### src/rtl/w21_col_mac_seq_if.sv
// ============================================================================
// Module  : w21_col_mac_seq_if
// Brief   : Control, weight-ROM, activation and result bus of the W21 column MAC.
// Rev     : 1.0  initial release
// ============================================================================
`default_nettype none

interface w21_col_mac_seq_if #(
    parameter int ADDR_W = 9,
    parameter int DATA_W = 21,
    parameter int ACC_W  = 51
);
    logic                     start;
    logic                     abort;
    logic                     busy;
    logic [ADDR_W-1:0]        rom_adrs;
    logic signed [DATA_W-1:0] rom_data;
    logic signed [DATA_W-1:0] act_data;
    logic                     act_valid;
    logic                     act_ready;
    logic signed [ACC_W-1:0]  res_data;
    logic                     res_valid;
    logic                     res_ready;

    modport master (
        output start, abort, rom_data, act_data, act_valid, res_ready,
        input  busy, rom_adrs, act_ready, res_data, res_valid
    );

    modport slave (
        input  start, abort, rom_data, act_data, act_valid, res_ready,
        output busy, rom_adrs, act_ready, res_data, res_valid
    );
endinterface

`default_nettype wire

### src/rtl/w21_col_mac_seq.sv
// ============================================================================
// Module  : w21_col_mac_seq
// Brief   : Sweeps one W21 weight-ROM column, MACs it against streamed
//           activations and returns the dot product over valid/ready.
// Options : W21_MAC_SAT_EN - result is acc >>> FRAC_W saturated to DATA_W.
// Rev     : 1.0  initial release
// ============================================================================
`default_nettype none

module w21_col_mac_seq #(
    parameter int DEPTH  = 300,
    parameter int ADDR_W = 9,
    parameter int DATA_W = 21,
    parameter int ACC_W  = 51,
    parameter int FRAC_W = 10
) (
    input  wire logic        clk,
    input  wire logic        rst,
    w21_col_mac_seq_if.slave bus
);

    typedef enum logic [1:0] {
        S_IDLE  = 2'd0,
        S_RUN   = 2'd1,
        S_DRAIN = 2'd2,
        S_DONE  = 2'd3
    } state_t;

    localparam logic [ADDR_W-1:0] c_last = ADDR_W'(DEPTH - 1);

    if (((1 << ADDR_W) < DEPTH) || (ACC_W < 2*DATA_W + $clog2(DEPTH)) || (FRAC_W >= ACC_W))
    begin : g_param_check
        $error("w21_col_mac_seq: inconsistent DEPTH/ADDR_W/ACC_W/FRAC_W");
    end

    state_t                     r_state;
    state_t                     w_state_nxt;
    logic [ADDR_W-1:0]          r_cnt;
    logic signed [ACC_W-1:0]    r_acc;
    logic signed [ACC_W-1:0]    r_prod_q;
    logic                       r_prod_v;
    logic signed [ACC_W-1:0]    r_res_hold;
    logic signed [ACC_W-1:0]    w_res_sel;
    logic signed [2*DATA_W-1:0] w_prod;
    logic                       w_act_ready;
    logic                       w_res_valid;
    logic                       w_busy;
    logic [ADDR_W-1:0]          w_adrs;
    logic                       w_start_pass;
    logic                       w_accept;
    logic                       w_abort_pass;

    always_ff @(posedge clk or posedge rst) begin
        if (rst) begin
            r_state <= S_IDLE;
        end else begin
            r_state <= w_state_nxt;
        end
    end

    always_comb begin
        w_state_nxt = r_state;
        w_act_ready = 1'b0;
        w_res_valid = 1'b0;
        w_busy      = 1'b0;
        w_adrs      = '0;
        case (r_state)
            S_IDLE: begin
                if (bus.start && !bus.abort) begin
                    w_state_nxt = S_RUN;
                end
            end
            S_RUN: begin
                w_act_ready = 1'b1;
                w_busy      = 1'b1;
                w_adrs      = r_cnt;
                if (bus.abort) begin
                    w_state_nxt = S_IDLE;
                end else if (bus.act_valid && (r_cnt == c_last)) begin
                    w_state_nxt = S_DRAIN;
                end
            end
            S_DRAIN: begin
                w_busy      = 1'b1;
                w_state_nxt = bus.abort ? S_IDLE : S_DONE;
            end
            S_DONE: begin
                w_res_valid = 1'b1;
                if (bus.abort || bus.res_ready) begin
                    w_state_nxt = S_IDLE;
                end
            end
            default: w_state_nxt = S_IDLE;
        endcase
    end

    assign w_start_pass = (r_state == S_IDLE) && bus.start && !bus.abort;
    assign w_accept     = w_act_ready && bus.act_valid && !bus.abort;
    assign w_abort_pass = (r_state != S_IDLE) && bus.abort;
    assign w_prod       = bus.act_data * bus.rom_data;

    // The final product is still in flight during DRAIN, so acc settles at DONE entry.
    always_ff @(posedge clk or posedge rst) begin
        if (rst) begin
            r_cnt      <= '0;
            r_acc      <= '0;
            r_prod_q   <= '0;
            r_prod_v   <= 1'b0;
            r_res_hold <= '0;
        end else begin
            if (r_prod_v) begin
                r_acc <= r_acc + r_prod_q;
            end
            if (w_start_pass) begin
                r_acc <= '0;
                r_cnt <= '0;
            end
            if (w_accept) begin
                r_prod_q <= {{(ACC_W-2*DATA_W){w_prod[2*DATA_W-1]}}, w_prod};
                r_prod_v <= 1'b1;
                r_cnt    <= (r_cnt == c_last) ? '0 : r_cnt + 1'b1;
            end else begin
                r_prod_v <= 1'b0;
            end
            if (w_abort_pass) begin
                r_cnt <= '0;
            end
            if (r_state == S_DONE) begin
                r_res_hold <= w_res_sel;
            end
        end
    end

`ifdef W21_MAC_SAT_EN
    localparam logic signed [ACC_W-1:0] c_sat_max = {{(ACC_W-DATA_W+1){1'b0}}, {(DATA_W-1){1'b1}}};
    localparam logic signed [ACC_W-1:0] c_sat_min = {{(ACC_W-DATA_W+1){1'b1}}, {(DATA_W-1){1'b0}}};

    logic signed [ACC_W-1:0] w_shift;

    always_comb begin
        w_shift = r_acc >>> FRAC_W;
        if (w_shift > c_sat_max) begin
            w_res_sel = c_sat_max;
        end else if (w_shift < c_sat_min) begin
            w_res_sel = c_sat_min;
        end else begin
            w_res_sel = w_shift;
        end
    end
`else
    assign w_res_sel = r_acc;
`endif

    // Outside DONE the last delivered result is held rather than the running sum.
    assign bus.res_data  = (r_state == S_DONE) ? w_res_sel : r_res_hold;
    assign bus.res_valid = w_res_valid;
    assign bus.act_ready = w_act_ready;
    assign bus.busy      = w_busy;
    assign bus.rom_adrs  = w_adrs;

endmodule

`default_nettype wire

### src/flat_wrapper.sv
// flat-port wrapper written by rule: the top's interface ports become plain ports
module w21_col_mac_seq_flat 
#(
    parameter int DEPTH  = 300,
    parameter int ADDR_W = 9,
    parameter int DATA_W = 21,
    parameter int ACC_W  = 51,
    parameter int FRAC_W = 10
)
  (clk, rst, bus_start, bus_abort, bus_rom_data, bus_act_data, bus_act_valid, bus_res_ready, bus_busy, bus_rom_adrs, bus_act_ready, bus_res_data, bus_res_valid);
  w21_col_mac_seq_if #(.ADDR_W(ADDR_W), .DATA_W(DATA_W), .ACC_W(ACC_W)) bus_i ();
  input  wire logic clk;
  input  wire logic rst;
  input wire logic [$bits(bus_i.start)-1:0] bus_start;
  input wire logic [$bits(bus_i.abort)-1:0] bus_abort;
  input wire logic [$bits(bus_i.rom_data)-1:0] bus_rom_data;
  input wire logic [$bits(bus_i.act_data)-1:0] bus_act_data;
  input wire logic [$bits(bus_i.act_valid)-1:0] bus_act_valid;
  input wire logic [$bits(bus_i.res_ready)-1:0] bus_res_ready;
  output wire logic [$bits(bus_i.busy)-1:0] bus_busy;
  output wire logic [$bits(bus_i.rom_adrs)-1:0] bus_rom_adrs;
  output wire logic [$bits(bus_i.act_ready)-1:0] bus_act_ready;
  output wire logic [$bits(bus_i.res_data)-1:0] bus_res_data;
  output wire logic [$bits(bus_i.res_valid)-1:0] bus_res_valid;
  assign bus_i.start = bus_start;
  assign bus_i.abort = bus_abort;
  assign bus_i.rom_data = bus_rom_data;
  assign bus_i.act_data = bus_act_data;
  assign bus_i.act_valid = bus_act_valid;
  assign bus_i.res_ready = bus_res_ready;
  assign bus_busy = bus_i.busy;
  assign bus_rom_adrs = bus_i.rom_adrs;
  assign bus_act_ready = bus_i.act_ready;
  assign bus_res_data = bus_i.res_data;
  assign bus_res_valid = bus_i.res_valid;
  w21_col_mac_seq #(.DEPTH(DEPTH), .ADDR_W(ADDR_W), .DATA_W(DATA_W), .ACC_W(ACC_W), .FRAC_W(FRAC_W)) u_core (.clk(clk), .rst(rst), .bus(bus_i));
endmodule
### config.mk
export PLATFORM = sky130hd
export DESIGN_NAME = w21_col_mac_seq_flat
export DESIGN_NICKNAME = d
export VERILOG_FILES = /design/src/rtl/w21_col_mac_seq_if.sv /design/src/rtl/w21_col_mac_seq.sv /design/src/flat_wrapper.sv
export SDC_FILE = /design/constraint.sdc
export NUM_CORES = 2
export LEC_CHECK = 0
export CORE_UTILIZATION = 50
export DETAILED_ROUTE_END_ITERATION = 16
export PLACE_DENSITY_LB_ADDON = 0.1
export SYNTH_ARGS = -nofsm -noshare
export SYNTH_HDL_FRONTEND = slang
export SYNTH_SLANG_ARGS = --single-unit
### constraint.sdc
create_clock -name clk -period 14.4 [get_ports clk]
set_input_delay 1.44 -clock clk [delete_from_list [all_inputs] [get_ports clk]]
set_output_delay 1.44 -clock clk [all_outputs]
set_load 0.005 [all_outputs]
### Word level (Yosys, flattened, before mapping)

Index checks and enable logic that the tools add are counted.

* register bits: 156
* output and inout port bits: 63
* logic and storage cells: 49

* equality and inequality tests: 7
* reduce and logical (&&, ||, !) cells: 15
* $mul: 1
* mux-type cells: 18
* add/sub/neg operators: 2

Operators with widths (number)
* $mux 51: 3
* $add 51x42->51: 1
* $mux 9: 5
* $mul 21x21->42: 1
* $mux 2: 5
* $add 9x1->9 const B: 1
* $eq 9x9->1 const B: 1
* $pmux 2 s4: 1
* $logic_and 1x1->1: 7
* $eq 2x2->1 const B: 2
* $mux 1: 4
* $ne 2x1->1 const B: 2
* $reduce_bool 2->1: 2
* $ne 3x2->1 const B: 1
* $reduce_and 3->1: 1
* $reduce_bool 3->1: 1
* $eq 2x1->1 const B: 1
* $logic_not 2->1: 1
* $reduce_or 2->1: 1
* $logic_not 1->1: 1
* $logic_or 1x1->1: 1

### Longest topological paths before layout

* depth in word-level cells: 6
* gate-level depth with buffers: 27
* depth with buffers taken out: 26

### Worst setup path after synthesis

Ideal clock, no wire load.

* path type: input port to flip-flop
* start point: input bus_act_data[20]
* end point: register u_core.r_prod_q[40]
* stages on the path: 25
* data arrival time: 7943 ps
* path buffers: 1
* required time: 14269 ps
* library setup time: 131 ps
* slack: 6326 ps
* path through: clkbuf_1 -> nand2_1 -> fa_1 -> inv_1 -> fa_1 -> inv_1 -> fa_1 -> inv_1 -> fa_1 -> fa_1 -> fa_1 -> inv_1 -> fa_1 -> inv_1 -> ha_1 -> nand4_1 -> nor2_1 -> nand2_1 -> o211ai_1 -> o2bb2ai_2 -> o41a_1 -> a211o_1 -> a21oi_2 -> xor2_1 -> o21ai_1

* word-level cells in the longest chain between the ends: 1

RTL lines
* start: declaration: line flat_wrapper.sv:17 `input wire logic [$bits(bus_i.act_data)-1:0] bus_act_data;`
* $mul 21x21->42: line w21_col_mac_seq.sv:100 `assign w_prod = bus.act_data * bus.rom_data;`
* end signal: assignment: line w21_col_mac_seq.sv:119 `r_prod_q <= {{(ACC_W-2*DATA_W){w_prod[2*DATA_W-1]}}, w_prod};`
* end: declaration: line w21_col_mac_seq.sv:40 `logic signed [ACC_W-1:0] r_prod_q;`

Every way passes these cells.
A chain may end at the register's enable or synchronous reset.

### Worst setup path in the final report

Same ends and word-level chain as after synthesis.

==> impl_metrics.toml <==
[synth]
syn_inst = 2688
ys_seq_area_frac = 0.156
ys.flop_type = "dfrtp_1"
synth-edff-count = 0
synth.area.top_cells = "fa_1, dfrtp_1, ha_1"
ys_async_sr_fraction = 1.00
ys_ff_latch = 156
synth_area_mm2 = 0.0250
yosys.area.top_type_share = 0.368
yosys_warnings = 0
synthesis.nets = 3362
yosys.area.top_type = "fa_1"
synth.avg_cell_area_um2 = 9.32
yosysUniqueCellTypes = 61

[sta]
min_period_ns = 9.02
max_freq_ghz = 0.111
setup-tns-final_ns = 0
setup_violations = 0
fin_skew_ns = 0.0108
final_hold_viol_count = 0
fin_ws_ns = 5.38
worst_pin_slew_ns = 1.13
slew-limit-headroom = 0.245
finalCritPeriodShare = 0.626
slew_viol_final = 0
rsz0062_at_grt = "no"

[clocking]
cts.sinks = 156
cts_tree = "done"
numCtsBuffers = 17
h-tree-depth = 4
clkLatencyLatePin_ns = 0.43
post_cts_buffers = 0
path_clk_slew_ns = 0.07
holdBufCountCts = 0
post_cts_resized = 0
cts-root-buf = "clkbuf_16"
cts_buffer_depth = 2

[floorplanning]
die_w_um = 226
die_y_um = 226
io_pins = 111
core-area_mm2 = 0.0492
start_util = 0.510
die-area_mm2 = 0.0510
rows = 81

[grt]
grt_pass1_vias = 18600
grt_antenna_before_repair = 0
grt_use_total = 0.246
grt_pass1_wl_mm = 98.7
grt_start_max_net_pins = 88
gr-total-overflow = 0

[place]
io_buffers = 110
hpwl_mm = 47.8
gp_congestion = 0.934
place_worst_setup_slack_ns = 4.98

[critical_path]
cp.required_ns = 14.69
critPathMaxFanout = 21
cp.arrival_ns = 9.30
critPathLaunchType = "input pin"
crit_type = "in2reg"
end_kind = "register"

[detailed_routing]
ant_nets = 0
dr.pass1.iters = 5
viasPerCell = 5.28
drt_iter0_markers = 1029
num_vias = 17800
drcViolationCount = 0
wl_per_cell_um = 17.7
wl_mm = 59.6

[finish]
antenna_cells = 0
drive_gt1_frac = 0.0420
layout.nets = 3374
area_growth_pct = 8.49

[job]
cap_violations = 0

[run_status]
outcome = "complete, no violations"

[min_path]
hp-class = "reg2reg"
per-layer routing:
metal  GRT usage  up-vias  part of all wire  wire [µm]
li1            -     8325                 -          -
met1       0.365     8938              0.48      28800
met2       0.383      520              0.44      26300
met3      0.0332       57             0.061       3660
met4      0.0516        0             0.015        915
met5           0        -                 0          0
critical path, cell delays in order:
cell and delay, ns:
clkdlybuf4s50_1 1.04, nand2_1 0.30, fa_1 0.70, inv_1 0.12
fa_1 0.54, inv_1 0.07, fa_1 0.72, inv_1 0.24
fa_1 0.50, fa_1 0.51, fa_1 0.49, inv_1 0.05
fa_1 0.50, inv_1 0.04, ha_1 0.33, nand4_1 0.15
nor2_1 0.09, nand2_1 0.10, o211ai_1 0.15, o2bb2ai_2 0.17
o41a_1 0.37, a211o_1 0.29, a21oi_2 0.15, xor2_1 0.15
o21ai_1 0.07
kinds of logic after synthesis:
group	after synthesis	synth area share
AO/OA/AOI/OAI	343	0.0869
XOR/XNOR	83	0.0290
adder cells (fa/ha/maj)	626	0.451
buffers and inverters	638	0.0956
flip-flops	156	0.156
multiplexers	84	0.0362
AND/OR/NAND/NOR	758	0.146
sequential cells by signal, summed over array words and instances, names as in the netlist:
signal and count:
u_core.r_cnt 9, u_core.r_prod_v 1, u_core.r_state 2, u_core.r_prod_q 42, u_core.r_res_hold 51, u_core.r_acc 51
cell type report:
cell class	instances	area, µm²
clock buffers	20	447
clock inverters	12	138
fillers	4479	22000
inverters	511	1920
multi-input cells	1894	18800
flip-flops and latches	156	3910
well taps	664	831
repair buffers	120	1180
synthesized netlist by cell type, drive strengths merged (9+ instances only):
library cell  count
nand4            13
o21bai            9
o21ai           113
nor2             99
mux2             52
and3             15
o211ai           10
dfrtp           156
a21o             39
nand3            26
a211o             9
nand2           322
xnor2            47
and2            212
xor2             36
a21oi            92
inv             511
a211oi           19
fa              460
nand2b           22
clkbuf          122
mux2i            32
nor3             22
ha              166
cell usage in the layout, fill, tap and decap left out, types with 5 or more instances in the layout:
cell type / instances
a211o_1: 9
a211oi_1: 17
a21boi_0: 5
a21o_1: 39
a21oi_1: 91
a31oi_1: 5
a41oi_1: 5
and2_1: 212
and3_1: 15
buf_4: 10
clkbuf_16: 17
clkdlybuf4s50_1: 110
dfrtp_1: 155
fa_1: 460
ha_1: 165
inv_1: 510
mux2_2: 52
mux2i_1: 32
nand2_1: 322
nand2b_1: 22
nand3_1: 26
nand4_1: 13
nor2_1: 98
nor2b_1: 8
nor3_1: 22
nor3b_1: 5
o211ai_1: 9
o21a_1: 8
o21ai_0: 109
o21bai_1: 9
or2_2: 5
xnor2_1: 47
xor2_1: 36
worst paths after layout:
check | startpoint | endpoint | slack [ns] | depth (start not counted)
worst min register to register | u_core.r_prod_q[0]$_DFFE_PP0P_ | u_core.r_prod_q[0]$_DFFE_PP0P_ | 0.49 | 2
worst max register to register | u_core.r_acc[0]$_DFFE_PP0P_ | u_core.r_acc[40]$_DFFE_PP0P_ | 10.84 | 12
worst min-delay path | u_core.r_prod_q[0]$_DFFE_PP0P_ | u_core.r_prod_q[0]$_DFFE_PP0P_ | 0.49 | 2
max in group asynchronous | rst | u_core.r_prod_v$_DFF_PP0_ | 11.45 | 3
worst max-delay path | bus_act_data[20] | u_core.r_prod_q[40]$_DFFE_PP0P_ | 5.38 | 25
min in group asynchronous | rst | u_core.r_res_hold[48]$_DFF_PP0_ | 1.54 | 2
stage by stage:
| stage | cells | util | cell area [µm²] | hold WS, ns |
|---|---|---|---|---|
| floorplan | 2688 | - | 25000 | 0.445 |
| global placement | 3345 | 0.541 | 26600 | 0.472 |
| detailed placement | 3345 | 0.541 | 26600 | 0.474 |
| CTS | 3377 | 0.553 | 27200 | 0.489 |
| global route | 3377 | 0.553 | 27200 | 0.508 |
| finish | 3377 | 0.553 | 27200 | 0.485 |
Power is left out: the tool's default activity adds up to more than one toggle a clock period on the data nets, which glitch-free logic cannot reach.
